File: src/rtl/emir_getirici.sv
// Instruction-fetch stage ahead of MESS: loadable program memory plus program counter.
// Issues one emir per unstalled clock and drives the idle word 0 whenever nothing is issued.
//
//  state | meaning
//  BOS   | idle after reset; program may be loaded; waiting for basla
//  CALIS | issuing mem[pc] each unstalled cycle; memory write-protected
//  BITTI | program ended without wrap; bitti held high; loadable; restartable
module emir_getirici #(
    parameter int ADRES_W = 4,
    parameter int EMIR_W  = 16
) (
    input  logic               clk,
    input  logic               rst,
    input  logic               yukle_en,
    input  logic [ADRES_W-1:0] yukle_adres,
    input  logic [EMIR_W-1:0]  yukle_veri,
    input  logic [ADRES_W:0]   program_uzunlugu,
    input  logic               basla,
    input  logic               tekrar,
    input  logic               dur,
    output logic [EMIR_W-1:0]  emir,
    output logic               emir_gecerli,
    output logic [ADRES_W-1:0] pc,
    output logic               bitti
);

    localparam int DERINLIK_INT = 2 ** ADRES_W;
    localparam logic [ADRES_W:0] DERINLIK = (ADRES_W + 1)'(DERINLIK_INT);

    typedef enum logic [1:0] {
        BOS   = 2'd0,
        CALIS = 2'd1,
        BITTI = 2'd2
    } durum_t;

    durum_t durum;

    logic [EMIR_W-1:0]  mem [DERINLIK_INT];
    logic [ADRES_W:0]   uzunluk_q;
    logic [ADRES_W:0]   uzunluk_giris;
    logic [ADRES_W:0]   son_adres_genis;
    logic [ADRES_W-1:0] son_adres;
    logic               yazma_izni;
    logic               baslat;

    // Lengths beyond the memory depth saturate to a full-memory program.
    assign uzunluk_giris   = (program_uzunlugu > DERINLIK) ? DERINLIK : program_uzunlugu;
    assign son_adres_genis = uzunluk_q - 1'b1;
    assign son_adres       = son_adres_genis[ADRES_W-1:0];
    assign yazma_izni      = yukle_en && (durum != CALIS);
    assign baslat          = basla && (uzunluk_giris != '0) && (durum != CALIS);

    // The program store is never reset; it keeps its contents across rst.
    always_ff @(posedge clk) begin
        if (yazma_izni) begin
            mem[yukle_adres] <= yukle_veri;
        end
    end

    always_ff @(posedge clk or posedge rst) begin
        if (rst) begin
            durum        <= BOS;
            pc           <= '0;
            emir         <= '0;
            emir_gecerli <= 1'b0;
            bitti        <= 1'b0;
            uzunluk_q    <= '0;
        end else begin
            case (durum)
                BOS, BITTI: begin
                    emir         <= '0;
                    emir_gecerli <= 1'b0;
                    if (baslat) begin
                        uzunluk_q <= uzunluk_giris;
                        pc        <= '0;
                        bitti     <= 1'b0;
                        durum     <= CALIS;
                    end
                end
                CALIS: begin
                    if (dur) begin
                        emir         <= '0;
                        emir_gecerli <= 1'b0;
                    end else begin
                        emir         <= mem[pc];
                        emir_gecerli <= 1'b1;
                        // Wrap uses the explicit last-address compare so a full-depth
                        // program does not depend on counter overflow.
                        if (pc == son_adres) begin
                            pc <= '0;
                            if (!tekrar) begin
                                bitti <= 1'b1;
                                durum <= BITTI;
                            end
                        end else begin
                            pc <= pc + 1'b1;
                        end
                    end
                end
                default: begin
                    durum        <= BOS;
                    pc           <= '0;
                    emir         <= '0;
                    emir_gecerli <= 1'b0;
                    bitti        <= 1'b0;
                end
            endcase
        end
    end

endmodule

File: config.mk
export PLATFORM = sky130hd
export DESIGN_NAME = emir_getirici
export DESIGN_NICKNAME = d
export VERILOG_FILES = /design/src/rtl/emir_getirici.sv
export SDC_FILE = /design/constraint.sdc
export NUM_CORES = 1
export LEC_CHECK = 0
export CORE_UTILIZATION = 55
export CTS_BUF_LIST = sky130_fd_sc_hd__clkbuf_8
export DETAILED_ROUTE_END_ITERATION = 8
export PLACE_DENSITY = 0.79
export SYNTH_ARGS = -nofsm -noshare
export SYNTH_HDL_FRONTEND = slang
export SYNTH_SLANG_ARGS = --single-unit
File: constraint.sdc
create_clock -name clk -period 5.65 [get_ports clk]
set_clock_uncertainty 0.2 [all_clocks]
set_input_delay 1.13 -clock clk [delete_from_list [all_inputs] [get_ports clk]]
set_output_delay 1.13 -clock clk [all_outputs]
set_load 0.02 [all_outputs]
* Word-level counts from Yosys, hierarchy flattened *
Memories as Yosys holds them, arrays and structs flattened.
Cells that the tools add are included.

cells by class
  equality and inequality tests = 8
  shift-type cells = 0
  bitwise logic cells = 0
  add/subtract/negate cells = 2
  multiplexer cells = 21
  multipliers = 0
  div/mod/pow operators = 0
  reduce and logical (&&, ||, !) cells = 9
  order comparisons = 1

operator list
  kind                 count
  $mux 16              2
  $mux 4               3
  $mux 1               8
  $mux 2               4
  $ne 2x2->1 const B   4
  $pmux 4 s2           1
  $gt 5x5->1 const B   1
  $mux 5               1
  $reduce_bool 5->1    1
  $add 4x1->4 const B  1
  $eq 4x4->1           1
  $pmux 2 s2           1
  $reduce_and 2->1     2
  $reduce_and 4->1     1
  $sub 4x1->4 const B  1
  $logic_and 1x1->1    3
  $eq 2x1->1 const B   1
  $eq 2x2->1 const B   1
  $logic_not 2->1      1
  $ne 2x1->1 const B   1
  $pmux 1 s2           1
  $reduce_or 2->1      1

word-level totals
  output and inout bits = 22
  RAM bits = 256
  flip-flop bits (word level) = 28
  ROM bits = 0
  latch bits = 0
  input bits = 31
  memories = 1
  word-level logic and storage cells = 48

memory list
  memory  words  bits a word  rd ports  clocked after memory_dff  wr ports  RTL line  source
  mem     16     16           1         0                         1         38        logic [EMIR_W-1:0] mem [DERINLIK_INT];

* Longest topological paths before layout *
Gate-level depths: netlist of the first run.

  word-level depth = 7
  mapped depth = 7
  depth with buffers taken out = 6

* Least setup slack after synthesis of the first run *
No wires, ideal clock.

  path kind = input to register
  start point = in yukle_adres[1]
  end point = mem mem[0][0], enable pin
  library setup time = 409 ps
  required time = 5041 ps
  slack = 2342 ps
  data arrival time = 2698 ps
  cell stages on the path = 2
  buffers on the path = 0
  path through = or3_1 nor3_1

RTL lines
  item             RTL line  source
  start, declared  15        input logic [ADRES_W-1:0] yukle_adres,
  end, declared    38

No word-level cell before the write port.

* Final worst setup path of the first run *
  start point = reg pc[0]
  end point = out pc[0]

RTL lines
  item                    RTL line  source
  start, declared         23        output logic [ADRES_W-1:0] pc,
  start signal, assigned  96        pc <= pc + 1'b1;

No word-level cell between the ends.

==> impl_metrics.csv, run 1 <==
group,metric,value,unit
global_route,antenna_found_initial,0,
clock_network,hold_buffers,0,
synthesis,muxShareOfSynthArea,16.06,%
final_layout,instances_no_fill,885,
synthesis,synth_top_area_share,70.10,%
clock_network,post-cts-setup-buffer-count,0,
sta,rsz0062_at_grt,"no",
status,status,"complete, no violations",
clock_network,root_buffer,"clkbuf_8",
synthesis,synth_top_family_by_area,"multiplexers",
global_route,grt_max_degree,69,
synthesis,synth-seq-cells,283,
synthesis,seq_area_frac_synth,76.26,%
placed_design,dp.cells,806,
floorplan,io_pins,53,
global_route,grtUsageTotal,22.77,%
sta,finalSetupViolCount,0,
clock_network,cts_resized,0,
synthesis,syn_area_per_cell,21.72,µm²
synthesis,synth-main-ff-cell,"edfxtp_1",
clock_network,clockBufferDepth,3,
routing,drt_wl_total,21620,µm
placed_design,place_area,0.01175,mm²
placed_design,preCtsSetupSlack,2.072,ns
routing,vias,5282,
sta,post-route-period-util,64.34,%
sta,slew_headroom,28.95,%
floorplan,chipWidth,143.2,µm
clock_network,clk_pin_slew,0.06,ns
worst_setup_path,cp_cell_sequence,"clkdlybuf4s50_1",
worst_setup_path,path_buf_inv,1,
synthesis,synth_compound_area_share,2.145,%
sta,drv_slew,0,
final_layout,syn_to_final_growth,14.80,%
synthesis,yosysTopAreaCell,"edfxtp_1",
floorplan,fp.dieH,143.2,µm
routing,ant_nets,0,
synthesis,yosysMostFrequentCell,"edfxtp_1",
synthesis,synthAdderAreaFrac,0.2282,%
placed_design,io_buffers,52,
worst_setup_path,crit_arrival,2.31,ns
clock_network,cts_made_buffers,43,
routing,dr.pass1.iters,5,
synthesis,ys_top_cells_by_count,"edfxtp_1 (256), mux4_2 (64), mux2i_1 (32)",
clock_network,cts_tree,"yes",
final_layout,nets,619,
sta,fin_tns_setup,0,ns
routing,routed_via_density,5.968,
synthesis,synth_simple_gate_area_share,2.772,%
clock_network,cts_htree_levels,2,
sta,worstMarginPinSlew,1.065,ns
synthesis,async_flop_share,9.541,%
synthesis,syn_inst,505,
floorplan,start_util,56.16,%
job,cap_violations,0,
sta,setup_ws,2.015,ns
worst_setup_path,start_kind,"flop",
final_layout,n_antenna_cell,0,
floorplan,dieArea,0.02051,mm²
sta,finalHoldViolations,0,
clock_network,clkLatencyLatePin,0.54,ns
worst_setup_path,crit_required,4.32,ns
placed_design,dp_hpwl,12770,µm
routing,wl_per_cell,24.43,µm
sta,timing.hold.ws,0.3145,ns
clock_network,cts.sinks,283,
floorplan,num_rows,51,
sta,min_period,3.635,ns
synthesis,synth.cell_area,0.01097,mm²
routing,drcViolationCount,0,
synthesis,synth_edf_count,256,
worst_setup_path,cp-end-kind,"output pin",
pwr,power-per-cell-area,442.2,mW/mm²
sta,max_freq,0.2751,GHz
pwr,power_leakage,4.141,nW
routing,drtIter0Drc,452,
hold_path,hp-class,"reg -> reg",
worst_setup_path,critPathMaxStageDelay,1.01,ns
final_layout,final_area,0.01259,mm²
placed_design,gp_congestion,0.7818,
worst_setup_path,critPathKind,"reg -> out",
final_layout,layout-drive-gt1-share,25.65,%
global_route,grt_first_pass_wirelength,32890,µm
floorplan,core,0.01953,mm²
worst_setup_path,worst_path_max_delay_cell,"dfrtp_4",
worst_setup_path,cp_max_fo,43,
synthesis,synth_xor_area_share,0.6731,%
synthesis,ys_warn_count,0,
global_route,grt_pass1_vias,5584,
pwr,peakVddDrop,210.6,µV
synthesis,syn-num-nets,538,
worst_setup_path,critPathTopFamily,"flip-flops",
synthesis,ys_types,42,
global_route,overflow,0,
synthesis,synth.area.top_cells,"edfxtp_1 (70%), mux4_2 (13%), dfrtp_1 (6.2%)",
==> cells by family (layout without fill, tap and decap cells) <==
logic type | count (synthesis) | count (layout)
flip-flops | 283 | 283
multiplexers | 96 | 96
AND/OR/NAND/NOR | 57 | 57
AO/OA/AOI/OAI | 31 | 31
buffers and inverters | 30 | 145
XOR/XNOR | 6 | 6
adder cells (fa/ha/maj) | 2 | 2
==> state kept, by name (all words and copies together), names as in the netlist <==
name,count
durum,1
mem,256
emir_gecerli,1
uzunluk_q,4
emir,16
bitti,1
pc,4
==> final timing paths <==
path / from / end / slack [ns] / depth (start not counted)
min in group asynchronous: rst / emir[2] / 0.81 / 3
max in group asynchronous: rst / pc[0] / 4.07 / 3
min: uzunluk_q[3] / uzunluk_q[3] / 0.31 / 2
max reg2reg: pc[0] / emir[6] / 2.63 / 4
max: pc[0] / pc[0] / 2.01 / 1
min reg2reg: uzunluk_q[3] / uzunluk_q[3] / 0.31 / 2
==> final cells by class <==
class	instances	area, µm²
Sequential cell	283	8369
Fill cell	1330	6937
Multi-Input combinational cell	192	2450
Clock buffer	47	646.9
Timing Repair Buffer	60	580.6
Tap cell	265	331.6
Clock inverter	32	188.9
Inverter	6	22.52
==> cell usage in the layout, fill, tap and decap left out, drive strengths merged, types with 2 or more instances in the layout <==
master	count
clkinv	25
or3	2
o22ai	16
o21ai	6
nor3b	2
dfrtp	27
nand3	6
nor2	15
xnor2	3
clkdlybuf4s50	52
mux4	64
mux2i	32
inv	11
nand2b	8
nand2	9
o31ai	2
clkbuf	47
nor3	7
ha	2
bufinv	2
buf	8
nand4b	2
xor2	2
edfxtp	256
==> metrics by stage <==
step | utilization [%] | power [mW]
2_1_floorplan | - | 3.611
3_3_place_gp | 60.19 | 3.965
5_1_grt | 64.48 | 5.798
6_report | 64.48 | 5.567
4_1_cts | 64.48 | 5.627
3_5_place_dp | 60.19 | 4.010
==> per-layer routing <==
layer  routed length (µm)  part of all wire, %  vias to the layer above  track usage (%)
met5                    0                    0                        -                0
met4                  486                  2.2                        0            8.036
met3                 1255                  5.8                       33            5.466
met2                11380                   53                      197            38.38
met1                 8492                   39                     2789            29.02
li1                     -                    -                     2263                -
==> worst reg2reg max path, stage by stage, from the launching register on <==
cell and delay (ns):
dfrtp_4 1.01, buf_4 0.63, mux4_2 0.62, mux2i_1 0.26, o22ai_1 0.13
==> where the power goes <==
| group | internal, mW | leakage (nW) | switching [mW] |
|---|---|---|---|
| Clock | 0.863 | 0.462 | 0.754 |
| Combinational | 0.697 | 1.03 | 0.730 |
| Sequential | 2.39 | 2.65 | 0.136 |
Note: power is estimated with default switching activity, not from simulation.
==> inputs of run 2 (changes only) <==
- PLACE_DENSITY: 0.79 -> 0.82
- clock period: 5.65 -> 3.1 ns (I/O delays scaled with it)
==> run 2 against run 1 <==
  * Count of clock-buffer cells in the layout unchanged
  * Sequential power increased by 80%
  * Utilization increased by 0.79 points
  * Routed wire length increased by 1.2%
  * Setup slack got worse by 1.6 ns
  * Combinational power increased by 84%
  * Register-to-register slack got worse by 1.9 ns
  * Flip-flop and latch count unchanged
  * Design area increased by 1.2%
==> impl_metrics.csv, run 2 (synthesized netlist as in run 1, its figures left out) <==
group,metric,value,unit
status,status,"complete, no violations",
clock_network,cts.sinks,283,
routing,ant_nets,0,
global_route,grt_pass1_vias,5758,
floorplan,fp.dieH,143.2,µm
job,cap_violations,0,
pwr,clockPowerShare,27.8,%
floorplan,start_util,56.16,%
placed_design,preCtsSetupSlack,0.4454,ns
final_layout,final_common_cell,"edfxtp_1",
worst_setup_path,critPathKind,"reg -> out",
pwr,power_leakage,4.332,nW
routing,drt_wl_total,21880,µm
worst_setup_path,worst_path_max_delay_cell,"clkdlybuf4s50_1",
final_layout,final_util,65.27,%
final_layout,instances_no_fill,913,
pwr,pwr-share-comb,26.5,%
final_layout,largest_reg_flops,256,
worst_setup_path,critPathTopFamily,"buffers and inverters",
clock_network,clkLatencyLatePin,0.55,ns
worst_setup_path,cp-end-kind,"output pin",
sta,finalSetupViolCount,0,
final_layout,nets,646,
clock_network,post-cts-setup-buffer-count,0,
placed_design,place_area,0.01195,mm²
floorplan,core,0.01953,mm²
placed_design,io_buffers,52,
final_layout,syn_to_final_growth,16.21,%
hold_path,hp-class,"in -> async",
placed_design,gp_congestion,0.8475,
sta,finalHoldViolations,0,
clock_network,cts_htree_levels,2,
worst_setup_path,path_buf_inv,1,
final_layout,largestRegisters,"mem (256), emir (16)",
worst_setup_path,start_kind,"flop",
floorplan,num_rows,51,
global_route,grtUsageTotal,22.94,%
global_route,overflow,0,
final_layout,n_antenna_cell,0,
sta,max_freq,0.3690,GHz
routing,dr.pass1.iters,5,
pwr,seq_power_share,45.7,%
worst_setup_path,crit_arrival,1.89,ns
worst_setup_path,crit_required,2.28,ns
pwr,power-per-cell-area,777.4,mW/mm²
worst_setup_path,cp_cell_sequence,"clkdlybuf4s50_1",
sta,timing.hold.ws,0.2672,ns
worst_setup_path,critPathMaxStageDelay,0.68,ns
global_route,antenna_found_initial,1,
placed_design,dp_hpwl,12900,µm
global_route,grt_first_pass_wirelength,33480,µm
floorplan,io_pins,53,
clock_network,cts_made_buffers,44,
routing,drcViolationCount,0,
final_layout,layout-drive-gt1-share,25.77,%
sta,setup_ws,0.3900,ns
clock_network,cts_tree,"yes",
sta,worstMarginPinSlew,0.8939,ns
clock_network,root_buffer,"clkbuf_8",
pwr,p_int,7.069,mW
final_layout,regArea,0.008369,mm²
clock_network,cts_resized,0,
clock_network,clk_pin_slew,0.06,ns
worst_setup_path,cp_max_fo,19,
pwr,p_sw,2.839,mW
routing,wl_per_cell,23.96,µm
final_layout,final_area,0.01274,mm²
sta,fin_tns_setup,0,ns
clock_network,clockBufferDepth,3,
sta,rsz0062_at_grt,"no",
clock_network,hold_buffers,0,
final_layout,top_register,"mem",
global_route,grt_max_degree,69,
pwr,peakVddDrop,358.6,µV
sta,min_period,2.710,ns
routing,vias,5481,
pwr,p_sw_share,28.65,%
final_layout,layout_common_cells,"edfxtp_1 (256), mux4_2 (64), clkdlybuf4s50_1 (52)",
sta,slew_headroom,40.41,%
final_layout,multi_input_comb_area,0.002425,mm²
routing,drtIter0Drc,655,
sta,post-route-period-util,87.42,%
sta,drv_slew,0,
final_layout,nFillCells,1296,
placed_design,dp.cells,832,
floorplan,chipWidth,143.2,µm
pwr,finalPower,9.908,mW
floorplan,dieArea,0.02051,mm²
routing,routed_via_density,6.003,
==> run 2: changes by cell type in the layout (fill, tap and decap cells not counted), moves of 2 or more <==
cell       before  now
nor2_2         12    2
buf_12          0    2
clkinv_2       13    4
clkinv_1       12    1
inv_1          11   32
nor2_1          3   13
bufinv_16       2    0
buf_4           8   32
==> run 2: layout make-up <==
| type | instances | share of cell area [%] |
|---|---|---|
| clock buffer | 47 | 5.076 |
| clock inverter | 34 | 1.168 |
| inverter | 6 | 0.1767 |
| multi-input combinational | 192 | 19.03 |
| sequential | 283 | 65.67 |
| tap | 265 | 2.602 |
| timing repair buffer | 86 | 6.283 |
==> run 2: routing by layer <==
metal  wire (µm)  track usage (%)  vias to the layer above  part of all wire [%]
li1            -                -                     2322                     -
met1        8849            31.98                     2825                    40
met2       10620            36.10                      295                    49
met3        1963            4.695                       37                   9.0
met4         435            8.772                        2                   2.0
met5          11                0                        -                 0.050
==> run 2: path summary, 6_finish.rpt <==
kind	start	endpoint	slack (ns)	cells after the start
worst min register to register	uzunluk_q[3]	uzunluk_q[3]	0.33	2
worst min-delay path	rst	bitti	0.27	2
worst max register to register	bitti	mem[4][11]	0.75	5
worst max-delay path	pc[0]	pc[0]	0.39	1
max in group asynchronous	rst	emir[7]	1.78	3
min in group clk	uzunluk_q[3]	uzunluk_q[3]	0.33	2
==> run 2: power by group through the flow <==
stage | clock network (mW) | logic [mW] | registers [mW]
2_1_floorplan | 0 | 1.95 | 4.63
3_3_place_gp | 0 | 2.55 | 4.60
3_5_place_dp | 0 | 2.64 | 4.60
4_1_cts | 2.82 | 2.66 | 4.53
5_1_grt | 2.99 | 2.81 | 4.55
6_report | 2.75 | 2.63 | 4.53
==> inputs of run 3 (changes only) <==
- CAP_MARGIN: default -> 0
- PLACE_DENSITY: 0.82 -> 0.79
- SKIP_CTS_REPAIR_TIMING: default -> 1
- clock period: 3.1 -> 3.5 ns (I/O delays scaled with it)
==> run 3 against run 2 <==
  * Cell count fell by 0.77%
  * Largest cell class unchanged
  * Clock power fell by 7%
  * Worst hold slack improved by 0.037 ns
==> impl_metrics.csv, run 3 (synthesized netlist as in run 1, its figures left out) <==
group,metric,value,unit
routing,routed_via_density,6.089,
worst_setup_path,r2r-end,"emir[6]",
pwr,power_leakage,4.291,nW
worst_setup_path,crit_required,2.60,ns
final_layout,syn_to_final_growth,16.45,%
final_layout,regArea,0.008369,mm²
routing,dr.pass1.iters,5,
worst_setup_path,critPathMaxStageDelay,0.89,ns
clock_network,root_buffer,"clkbuf_8",
worst_setup_path,ff2ff_path_depth,4,
routing,drt_wl_total,22170,µm
clock_network,clk_pin_slew,0.06,ns
placed_design,dp_hpwl,12950,µm
routing,drtIter0Drc,445,
sta,min_period,3.080,ns
final_layout,largest_reg_flops,256,
global_route,grt_max_degree,37,
final_layout,top_register,"mem",
clock_network,clockBufferDepth,3,
job,cap_violations,0,
clock_network,cts.sinks,283,
placed_design,io_buffers,52,
floorplan,core,0.01953,mm²
final_layout,layout-drive-gt1-share,26.83,%
final_layout,multi_input_comb_area,0.002450,mm²
clock_network,clkLatencyLatePin,0.54,ns
floorplan,chipWidth,143.2,µm
sta,timing.hold.ws,0.3045,ns
final_layout,n_antenna_cell,0,
worst_setup_path,start_kind,"flop",
global_route,antenna_found_initial,0,
final_layout,instances_no_fill,906,
sta,worstMarginPinSlew,1.058,ns
pwr,peakVddDrop,323.3,µV
worst_setup_path,crit_arrival,2.18,ns
hold_path,hp-class,"in -> async",
worst_setup_path,cp-end-kind,"output pin",
floorplan,fp.dieH,143.2,µm
pwr,power-per-cell-area,696.1,mW/mm²
worst_setup_path,critPathKind,"reg -> out",
placed_design,dp.cells,828,
final_layout,final_common_cell,"edfxtp_1",
status,status,"complete, no violations",
sta,finalSetupViolCount,0,
routing,ant_nets,0,
clock_network,cts_htree_levels,2,
worst_setup_path,critPathTopFamily,"flip-flops",
sta,post-route-period-util,87.99,%
worst_setup_path,cp_max_fo,35,
floorplan,dieArea,0.02051,mm²
sta,fin_tns_setup,0,ns
sta,rsz0062_at_grt,"no",
floorplan,io_pins,53,
worst_setup_path,cp.depth,1,
routing,vias,5517,
worst_setup_path,cp_cell_sequence,"clkdlybuf4s50_1",
global_route,grt_pass1_vias,5706,
global_route,overflow,0,
routing,wl_per_cell,24.47,µm
sta,slew_headroom,29.44,%
final_layout,layout_common_cells,"edfxtp_1 (256), mux4_2 (64), clkdlybuf4s50_1 (52)",
placed_design,gp_congestion,0.8032,
clock_network,cts_made_buffers,43,
clock_network,cts_tree,"yes",
floorplan,num_rows,51,
worst_setup_path,worst_path_max_delay_cell,"dfrtp_4",
floorplan,start_util,56.16,%
global_route,grtUsageTotal,23.01,%
worst_setup_path,r2r-start,"pc[0]",
final_layout,nFillCells,1259,
worst_setup_path,rrSetupSlack,0.87,ns
sta,drv_slew,0,
global_route,grt_first_pass_wirelength,32930,µm
routing,drcViolationCount,0,
final_layout,largestRegisters,"mem (256), emir (16)",
sta,finalHoldViolations,0,
final_layout,nets,641,
sta,max_freq,0.3247,GHz
worst_setup_path,path_buf_inv,1,
-- run 3: worst max path at each step --
stage,endpoint,start
floorplan,mem[0][0],bitti
global placement,mem[4][5],yukle_en
detailed placement,mem[4][5],yukle_en
CTS,pc[0],pc[0]
global route,pc[0],pc[0]
finish,pc[0],pc[0]
-- run 3: final cells by class --
type | instances | share of cell area (%)
clock buffer | 46 | 4.957
clock inverter | 32 | 1.421
sequential | 283 | 65.53
timing repair buffer | 82 | 6.133
multi-input combinational | 192 | 19.18
inverter | 6 | 0.1763
tap | 265 | 2.596
-- run 3: per-layer routing --
layer,vias to the layer above,GRT usage [%],share of wire (%)
met1,2857,31.38,40
met2,280,36.74,48
met5,-,0,0
li1,2309,-,-
met3,71,3.924,7.9
met4,0,10.53,3.6
-- run 3: where the power goes --
part | switching (mW) | total (mW) | internal, mW
clock | 1.20 | 2.55 | 1.36
combinational | 1.13 | 2.27 | 1.14
sequential | 0.206 | 4.06 | 3.85
total | 2.53 | 8.89 | 6.36
-- run 3: per-stage QoR --
| stage | setup WS (ns) | utilization (%) | power, mW | cell area [µm²] |
|---|---|---|---|---|
| 2_1_floorplan | 0.5419 | - | 5.829 | 10970 |
| 3_3_place_gp | 0.6659 | 61.23 | 6.353 | 11960 |
| 3_5_place_dp | 0.6465 | 61.23 | 6.406 | 11960 |
| 4_1_cts | 0.3390 | 65.40 | 8.947 | 12770 |
| 5_1_grt | 0.2826 | 65.40 | 9.261 | 12770 |
| 6_report | 0.4204 | 65.40 | 8.890 | 12770 |
